[src/rtl/mips_pkg.sv]
// Shared definitions for the ID/EX stage: ALU op codes, datapath width defaults
// and the forwarding-select encoding reported by fwd_mux.
package mips_pkg;

    localparam int DEF_DATA_W = 32;
    localparam int DEF_REG_AW = 5;

    localparam logic [3:0] ALU_AND = 4'd0;
    localparam logic [3:0] ALU_OR  = 4'd1;
    localparam logic [3:0] ALU_NOR = 4'd2;
    localparam logic [3:0] ALU_ADD = 4'd3;
    localparam logic [3:0] ALU_SUB = 4'd4;
    localparam logic [3:0] ALU_LUI = 4'd5;
    localparam logic [3:0] ALU_SLL = 4'd6;
    localparam logic [3:0] ALU_SRL = 4'd7;

    typedef enum logic [1:0] {
        FWD_REG   = 2'd0,
        FWD_EXMEM = 2'd1,
        FWD_MEMWB = 2'd2
    } fwd_sel_t;

endpackage

[src/rtl/fwd_mux.sv]
// Operand bypass for one source register. The youngest producer (EX/MEM)
// wins over MEM/WB, and register $0 is never forwarded.
module fwd_mux
    import mips_pkg::*;
#(
    parameter int DATA_W = DEF_DATA_W,
    parameter int REG_AW = DEF_REG_AW
) (
    input  logic [REG_AW-1:0] src,
    input  logic [DATA_W-1:0] reg_data,
    input  logic              exmem_reg_write,
    input  logic [REG_AW-1:0] exmem_dest,
    input  logic [DATA_W-1:0] exmem_result,
    input  logic              memwb_reg_write,
    input  logic [REG_AW-1:0] memwb_dest,
    input  logic [DATA_W-1:0] memwb_result,
    output fwd_sel_t          sel,
    output logic [DATA_W-1:0] fwd_data
);

    // Pick the forwarding source for this operand.
    always_comb begin
        sel      = FWD_REG;
        fwd_data = reg_data;
        if (exmem_reg_write && (exmem_dest != '0) && (exmem_dest == src)) begin
            sel      = FWD_EXMEM;
            fwd_data = exmem_result;
        end else if (memwb_reg_write && (memwb_dest != '0) && (memwb_dest == src)) begin
            sel      = FWD_MEMWB;
            fwd_data = memwb_result;
        end
    end

endmodule

[src/rtl/id_ex_stage.sv]
// ID/EX pipeline register in front of the ALU: captures one decoded
// instruction per cycle, forwards operands from EX/MEM and MEM/WB, and inserts
// one bubble on a load-use hazard.
// Optional: define HAZARD_CNT_EN to add the bubble_count load-use counter.
module id_ex_stage
    import mips_pkg::*;
#(
    parameter int DATA_W = DEF_DATA_W,
    parameter int REG_AW = DEF_REG_AW
) (
    input  logic              clk,
    input  logic              reset,
    input  logic              in_valid,
    output logic              in_ready,
    input  logic [3:0]        in_alu_op,
    input  logic [DATA_W-1:0] in_rs_data,
    input  logic [DATA_W-1:0] in_rt_data,
    input  logic [DATA_W-1:0] in_imm,
    input  logic [4:0]        in_shamt,
    input  logic              in_alu_src,
    input  logic [REG_AW-1:0] in_rs,
    input  logic [REG_AW-1:0] in_rt,
    input  logic [REG_AW-1:0] in_dest,
    input  logic              in_uses_rt,
    input  logic              in_reg_write,
    input  logic              in_mem_read,
    input  logic              in_mem_write,
    input  logic              in_mem_to_reg,
    input  logic              stall,
    input  logic              flush,
    input  logic              exmem_reg_write,
    input  logic [REG_AW-1:0] exmem_dest,
    input  logic [DATA_W-1:0] exmem_result,
    input  logic              memwb_reg_write,
    input  logic [REG_AW-1:0] memwb_dest,
    input  logic [DATA_W-1:0] memwb_result,
    output logic [3:0]        alu_operation,
    output logic [DATA_W-1:0] alu_a,
    output logic [DATA_W-1:0] alu_b,
    output logic [4:0]        alu_shamt,
    output logic              ex_valid,
    output logic              ex_reg_write,
    output logic              ex_mem_read,
    output logic              ex_mem_write,
    output logic              ex_mem_to_reg,
    output logic [REG_AW-1:0] ex_dest,
    output logic [DATA_W-1:0] ex_store_data
`ifdef HAZARD_CNT_EN
    ,
    output logic [31:0]       bubble_count
`endif
);

    logic [REG_AW-1:0] rs_q;
    logic [REG_AW-1:0] rt_q;
    logic [DATA_W-1:0] rs_data_q;
    logic [DATA_W-1:0] rt_data_q;
    logic [DATA_W-1:0] imm_q;
    logic              alu_src_q;
    logic              load_use;
    fwd_sel_t          rs_sel;
    fwd_sel_t          rt_sel;
    logic [DATA_W-1:0] rs_fwd;
    logic [DATA_W-1:0] rt_fwd;

    // A load still in EX cannot supply its data yet; hold decode for one cycle.
    always_comb begin
        load_use = ex_valid && ex_mem_read && (ex_dest != '0) && in_valid &&
                   ((in_rs == ex_dest) || (in_uses_rt && (in_rt == ex_dest)));
        in_ready = !stall && !load_use;
    end

    // Pipeline register: reset > flush > stall > load-use bubble > capture > bubble.
    // Bubbles clear only the control fields; data fields are left as they are.
    always_ff @(posedge clk) begin
        if (reset) begin
            rs_q          <= '0;
            rt_q          <= '0;
            rs_data_q     <= '0;
            rt_data_q     <= '0;
            imm_q         <= '0;
            alu_src_q     <= 1'b0;
            alu_operation <= ALU_AND;
            alu_shamt     <= '0;
            ex_dest       <= '0;
            ex_valid      <= 1'b0;
            ex_reg_write  <= 1'b0;
            ex_mem_read   <= 1'b0;
            ex_mem_write  <= 1'b0;
            ex_mem_to_reg <= 1'b0;
        end else if (flush || (!stall && (load_use || !in_valid))) begin
            ex_valid      <= 1'b0;
            ex_reg_write  <= 1'b0;
            ex_mem_read   <= 1'b0;
            ex_mem_write  <= 1'b0;
            ex_mem_to_reg <= 1'b0;
        end else if (!stall) begin
            rs_q          <= in_rs;
            rt_q          <= in_rt;
            rs_data_q     <= in_rs_data;
            rt_data_q     <= in_rt_data;
            imm_q         <= in_imm;
            alu_src_q     <= in_alu_src;
            alu_operation <= in_alu_op;
            alu_shamt     <= in_shamt;
            ex_dest       <= in_dest;
            ex_valid      <= 1'b1;
            ex_reg_write  <= in_reg_write;
            ex_mem_read   <= in_mem_read;
            ex_mem_write  <= in_mem_write;
            ex_mem_to_reg <= in_mem_to_reg;
        end
    end

    fwd_mux #(.DATA_W(DATA_W), .REG_AW(REG_AW)) u_fwd_rs (
        .src             (rs_q),
        .reg_data        (rs_data_q),
        .exmem_reg_write (exmem_reg_write),
        .exmem_dest      (exmem_dest),
        .exmem_result    (exmem_result),
        .memwb_reg_write (memwb_reg_write),
        .memwb_dest      (memwb_dest),
        .memwb_result    (memwb_result),
        .sel             (rs_sel),
        .fwd_data        (rs_fwd)
    );

    fwd_mux #(.DATA_W(DATA_W), .REG_AW(REG_AW)) u_fwd_rt (
        .src             (rt_q),
        .reg_data        (rt_data_q),
        .exmem_reg_write (exmem_reg_write),
        .exmem_dest      (exmem_dest),
        .exmem_result    (exmem_result),
        .memwb_reg_write (memwb_reg_write),
        .memwb_dest      (memwb_dest),
        .memwb_result    (memwb_result),
        .sel             (rt_sel),
        .fwd_data        (rt_fwd)
    );

    // Operand drive: the non-forwarded case reads the flop directly so the
    // common path does not pass through the bypass comparators.
    always_comb begin
        alu_a         = (rs_sel == FWD_REG) ? rs_data_q : rs_fwd;
        ex_store_data = (rt_sel == FWD_REG) ? rt_data_q : rt_fwd;
        alu_b         = alu_src_q ? imm_q : ex_store_data;
    end

`ifdef HAZARD_CNT_EN
    // Count load-use bubbles only; flush bubbles and stalled cycles are excluded.
    always_ff @(posedge clk) begin
        if (reset) begin
            bubble_count <= '0;
        end else if (!flush && !stall && load_use) begin
            bubble_count <= bubble_count + 32'd1;
        end
    end
`endif

endmodule

[config.mk]
export PLATFORM = sky130hd
export DESIGN_NAME = id_ex_stage
export DESIGN_NICKNAME = d
export VERILOG_FILES = /design/src/rtl/mips_pkg.sv /design/src/rtl/fwd_mux.sv /design/src/rtl/id_ex_stage.sv
export SDC_FILE = /design/constraint.sdc
export NUM_CORES = 1
export LEC_CHECK = 0
export BUFFER_PORTS_ARGS = -buffer_cell sky130_fd_sc_hd__buf_2
export CAP_MARGIN = 20
export CORE_MARGIN = 2
export CORE_UTILIZATION = 49
export CTS_CLUSTER_DIAMETER = 60
export DETAILED_ROUTE_END_ITERATION = 6
export PLACE_DENSITY = 0.81
export SYNTH_ARGS = -nofsm -noshare
export SYNTH_HDL_FRONTEND = slang
export SYNTH_SLANG_ARGS = --single-unit
[constraint.sdc]
create_clock -name clk -period 2.62 [get_ports clk]
set_input_delay 0.131 -clock clk [delete_from_list [all_inputs] [get_ports clk]]
set_output_delay 0.131 -clock clk [all_outputs]
set_load 0.1 [all_outputs]
Yosys cells after proc, flatten, opt, wreduce, memory -nomap -nowiden
Index checks and enable logic that the tools add are counted.

Flip-flop bits (word level): 126. Bits of input ports: 207. Output and inout port bits: 116. Word-level logic and storage cells: 59.

Equality and inequality tests: 6. Mux-type cells: 11. Bitwise operators: 2. Reductions and logical operators: 26.

Operators with widths (count): 2-to-1 mux 32 bit (7); equality test 5 bit (6); nonzero test 5 bit (3); logical AND 1 bit (13); 2-to-1 mux 2 bit (4); logical NOT 2 bit (2); logical NOT 1 bit (3); logical OR 1 bit (3); NOT 1 bit (2); AND reduction 2 bit (1); OR reduction 2 bit (1).

Logic depth before layout (Yosys ltp)
Word-level depth: 9. Mapped depth: 7. Gate-level depth less buffers: 5.

By module
Synthesis repeated with hierarchy kept, for this count alone.

Cells, all modules: 783. Area total of the unflattened synthesis: 8114.0 um^2.

Modules (own cells, without submodules): id_ex_stage (times used 1, cells each 413, area each 5133.7 um^2, seq. area each 2522.4 um^2); fwd_mux (times used 2, cells each 185, area each 1490.2 um^2, seq. area each 0.0 um^2).

Worst setup path before layout
OpenSTA, ideal clock, no wires.

Path kind: input-to-output. Start point: in exmem_dest[4]. End point: out alu_b[28]. Arrival: 3.794 ns. Data required time: 2.489 ns. Path slack: -1.305 ns. Stages on the path: 7. Path buffers: 2. Cells stage by stage: or4_1 > o21ai_1 > or3_1 > clkbuf_1 > clkbuf_1 > nor2_1 > o31ai_1.

Word-level cells in the longest chain between the ends: 7. Elaborated cells between the ends (all ways): 9. Classes of those cells: eq/ne (1); mux (4); reduce/logical (4).

Ends and longest elaborated chain: start, declared (line id_ex_stage.sv:32) `input logic [REG_AW-1:0] exmem_dest,`; nonzero test 5 bit (line fwd_mux.sv:25) `if (exmem_reg_write && (exmem_dest != '0) && (exmem_dest == src)) begin`; logical AND 1 bit (line fwd_mux.sv:25); logical AND 1 bit (*) (line fwd_mux.sv:25); 2-to-1 mux 2 bit (line fwd_mux.sv:25); logical NOT 2 bit (line id_ex_stage.sv:145) `ex_store_data = (rt_sel == FWD_REG) ? rt_data_q : rt_fwd;`; 2-to-1 mux 32 bit (*) (line id_ex_stage.sv:145); 2-to-1 mux 32 bit (*) (line id_ex_stage.sv:146) `alu_b = alu_src_q ? imm_q : ex_store_data;`; end, declared (line id_ex_stage.sv:39) `output logic [DATA_W-1:0] alu_b,`.

Every way passes the cells marked *; elsewhere a longest branch is shown, timed or not.

Worst setup path in the final report
Start point: reg rs_q[2]. End point: out alu_a[28].

Word-level cells in the longest chain between the ends: 6. Elaborated cells between the ends (all ways): 10. Classes of those cells: eq/ne (2); mux (5); reduce/logical (3).

Ends and longest elaborated chain: start, declared (line id_ex_stage.sv:54) `logic [REG_AW-1:0] rs_q;`; start signal, assigned (line id_ex_stage.sv:98) `rs_q <= in_rs;`; equality test 5 bit (line fwd_mux.sv:28) `end else if (memwb_reg_write && (memwb_dest != '0) && (memwb_dest == src)) begin`; logical AND 1 bit (line fwd_mux.sv:28); 2-to-1 mux 2 bit (line fwd_mux.sv:28); 2-to-1 mux 2 bit (line fwd_mux.sv:25); logical NOT 2 bit (line id_ex_stage.sv:144) `alu_a = (rs_sel == FWD_REG) ? rs_data_q : rs_fwd;`; 2-to-1 mux 32 bit (*) (line id_ex_stage.sv:144); end, declared (line id_ex_stage.sv:38) `output logic [DATA_W-1:0] alu_a,`.

Marks and branches as above.

==> metrics <==
vias=9903; failing checks=design-rule violations, negative hold slack, negative setup slack; Synth Flop Type=dfxtp_1; root buffer cell=clkbuf_16; Setup crit end kind=primary output; Iter 0 DRT Violations=1447; Post-synth EDFFs=0; r2r setup slk=approximately 0.020 ns; Vias/cell=6.296; clk_skew=0.01813 ns; number of setup violations in the final report=96; GRT Total Usage=39.83%; biggest regs=imm_q (32), rs_data_q (32), rt_data_q (32); Clock Pin Slew Worst Setup and Hold Paths=0.06 ns; fin area=14510 um2; first-pass GRT wire length=51.94 mm; Hold Violations, Final=1; final period utilization=150.5%; maxcap violations=0; syn avg cell area=8.404 um2; LEAKAGE=0.005546 uW; YS warnings=0; worst slew pin tran=0.8419 ns; die width=approximately 130 um; cell depth of the worst flop-to-flop path=7; WL/cell=27.57 um; largest net degree at the start of global routing=125; Die ar.=16870 um2; share of post-route cells with drive strength above 1=41.05%; RR Startpoint=ex_dest[2]; RSZ-0062 raised after global routing=true; Worst R2R End=ex_dest[2]; final wirelength=43.36 mm; GRT overflow=0; hold path cells=3; initial antenna violation count=4; I/O Buffers=322; Placed Area=12040 um2; H-tree levels=4; syn_nets=approximately 1100; vias in the first global route=around 10000; drt drc=2; Hold EP=alu_operation[2]; hold slack=-0.002302 ns; total CTS buffers=17; Clock Latency Late Sink=about 0.44 ns; max_slew headroom=between 40% and 50%; critical path class=reg2out; post-place setup slack=0.1573 ns; FFs w/ async S/R, synth=0%; Rows=46; Hold Startpoint=in_alu_op[2]; chip height=129.9 um; Achievable Freq=around 250 MHz; nets=1546; post-DP HPWL=~19 mm; worst-path fanout max=16; Synth cell types=31; crit path DAT=3.81 ns; CTS tree=built; Top Usage Layer GRT=met2; Core Box Area=15710 um2; fin crit period=3.943 ns; number of synthesized register bits=126; starting density of the core=49.42%; sequential cell area fraction in the yosys report=32.48%; ANT nets after route=0; Power Dens Cells=487.4 nW/um2; Longest Clk Path Bufs=2; met3 usage=about a tenth; GRT met2 Usage=69.42%; required time of the critical path=2.49 ns; peak supply drop=0.5719 mV; GPL Wtd Cong=0.8476; M1 GR Usage=42.03%; final worst slack=-1.323 ns; CTS sink count=126; Startpoint Class=flip-flop; FILL cells=557; Synth Cell Area=7765 um2; outcome=complete, but fails checks; cells after synthesis=just over 900; Area Growth Syn to Fin=86.85%; IO Pins=323; drt pass-1 iters=7; class of the worst hold path=in2reg; Max Slew Vio Count=0
## worst max path at each step
stage / endpoint / from / slack [ns]
after floorplan: alu_b[28] / exmem_dest[4] / -0.48
after global placement: rt_q[4] / ex_dest[0] / 0.22
after detailed placement: rt_data_q[22] / ex_dest[0] / 0.16
after CTS: alu_b[28] / rt_q[1] / -0.03
after global routing: alu_a[28] / rs_q[2] / -1.39
final: alu_a[28] / rs_q[2] / -1.32
## Yosys cell counts (2+ instances only)
cell type    n  area share, %
a21oi_1     33            2.1
nand3_1     94            6.1
nor2_1      65            3.1
buf_2        6           0.39
dfxtp_1    126             32
o21ai_1      2           0.13
nand2_1     37            1.8
buf_6        9            1.3
a41oi_1     30            3.4
xor2_1       5           0.56
xnor2_1     25            2.8
nand2b_1   242             19
inv_2        2          0.097
or4_1        5           0.48
nor3_1       7           0.45
inv_1        2          0.097
mux2i_1    157             20
buf_1        4           0.19
clkbuf_1    54            2.6
o31ai_1      4           0.39
a2111oi_0    5           0.56
## final cells by class
cell class | count | area, um2 | share of cell area [%]
antenna | 5 | 12.51 | 0.08624
clock buffer | 18 | 439.2 | 3.027
clock inverter | 14 | 216.5 | 1.492
inverter | 4 | 17.52 | 0.1207
multi-input combinational | 720 | 6255 | 43.11
sequential | 126 | 2534 | 17.46
tap | 216 | 270.3 | 1.863
timing repair buffer | 470 | 4765 | 32.84
## per-stage QoR
step                utilization [%]  total power, uW  std cells  setup TNS, ns
detailed placement            76.63             4044       1411              0
floorplan                         -             3323        924        -0.7445
CTS                           87.71             6799       1551       -0.04353
global placement              76.63             4021       1411              0
finish                        92.34             7072       1573         -37.94
global route                  92.31             7177       1571         -39.15
## what timing repair did
item	CTS	global route
gates resized for setup	1	107
hold buffers	108	0
buffers inserted	0	7
gates cloned	0	10
pin swaps	0	39
setup endpoints to repair	2	107
hold endpoints to repair	110	0
## per-layer routing
layer	part of all wire (%)	vias up
li1	-	4021
met1	32	4586
met2	47	945
met3	12	351
met4	9.2	0
met5	0	-
## report_power, final
group	switching [uW]	internal, uW
clock	1010	1710
combinational	1400	896
sequential	62.9	1980
total	2480	4590
## critical path, stage by stage, from the launching register on
cell,delay (ns)
dfxtp_1,0.36
xnor2_1,0.60
nand3_1,0.49
nor4_4,0.32
buf_4,0.20
buf_8,0.27
mux2i_1,0.76
a21oi_4,0.15
buf_12,0.20
## cell usage in the layout, fill, tap and decap left out, drive strengths merged
cell / netlist / final
xor2: 5 / 5
a41oi: 30 / 30
nor4b: 1 / 1
or3: 1 / 1
nand4: 1 / 1
nor4: 1 / 1
nand2: 37 / 37
a21o: 1 / 1
o2111ai: 1 / 1
inv: 4 / 4
diode: 0 / 5
or4: 5 / 5
a21oi: 33 / 33
bufbuf: 0 / 1
mux2i: 157 / 157
o21ai: 2 / 2
clkinv: 0 / 2
dlygate4sd3: 0 / 108
clkbuf: 54 / 23
nand3: 94 / 94
nor3: 7 / 7
bufinv: 0 / 5
nor2: 65 / 65
buf: 20 / 356
o22ai: 1 / 1
dfxtp: 126 / 126
clkinvlp: 0 / 7
o211ai: 1 / 1
a2111oi: 6 / 6
xnor2: 25 / 25
nand2b: 242 / 242
o31ai: 4 / 4
## cell families after synthesis
logic type | share of synthesized area [%]
AO/OA/AOI/OAI | 7.332
flip-flops | 32.48
multiplexers | 20.24
AND/OR/NAND/NOR | 31.78
XOR/XNOR | 3.384
buffers and inverters | 4.786
Power figures use the tool's default switching activity.
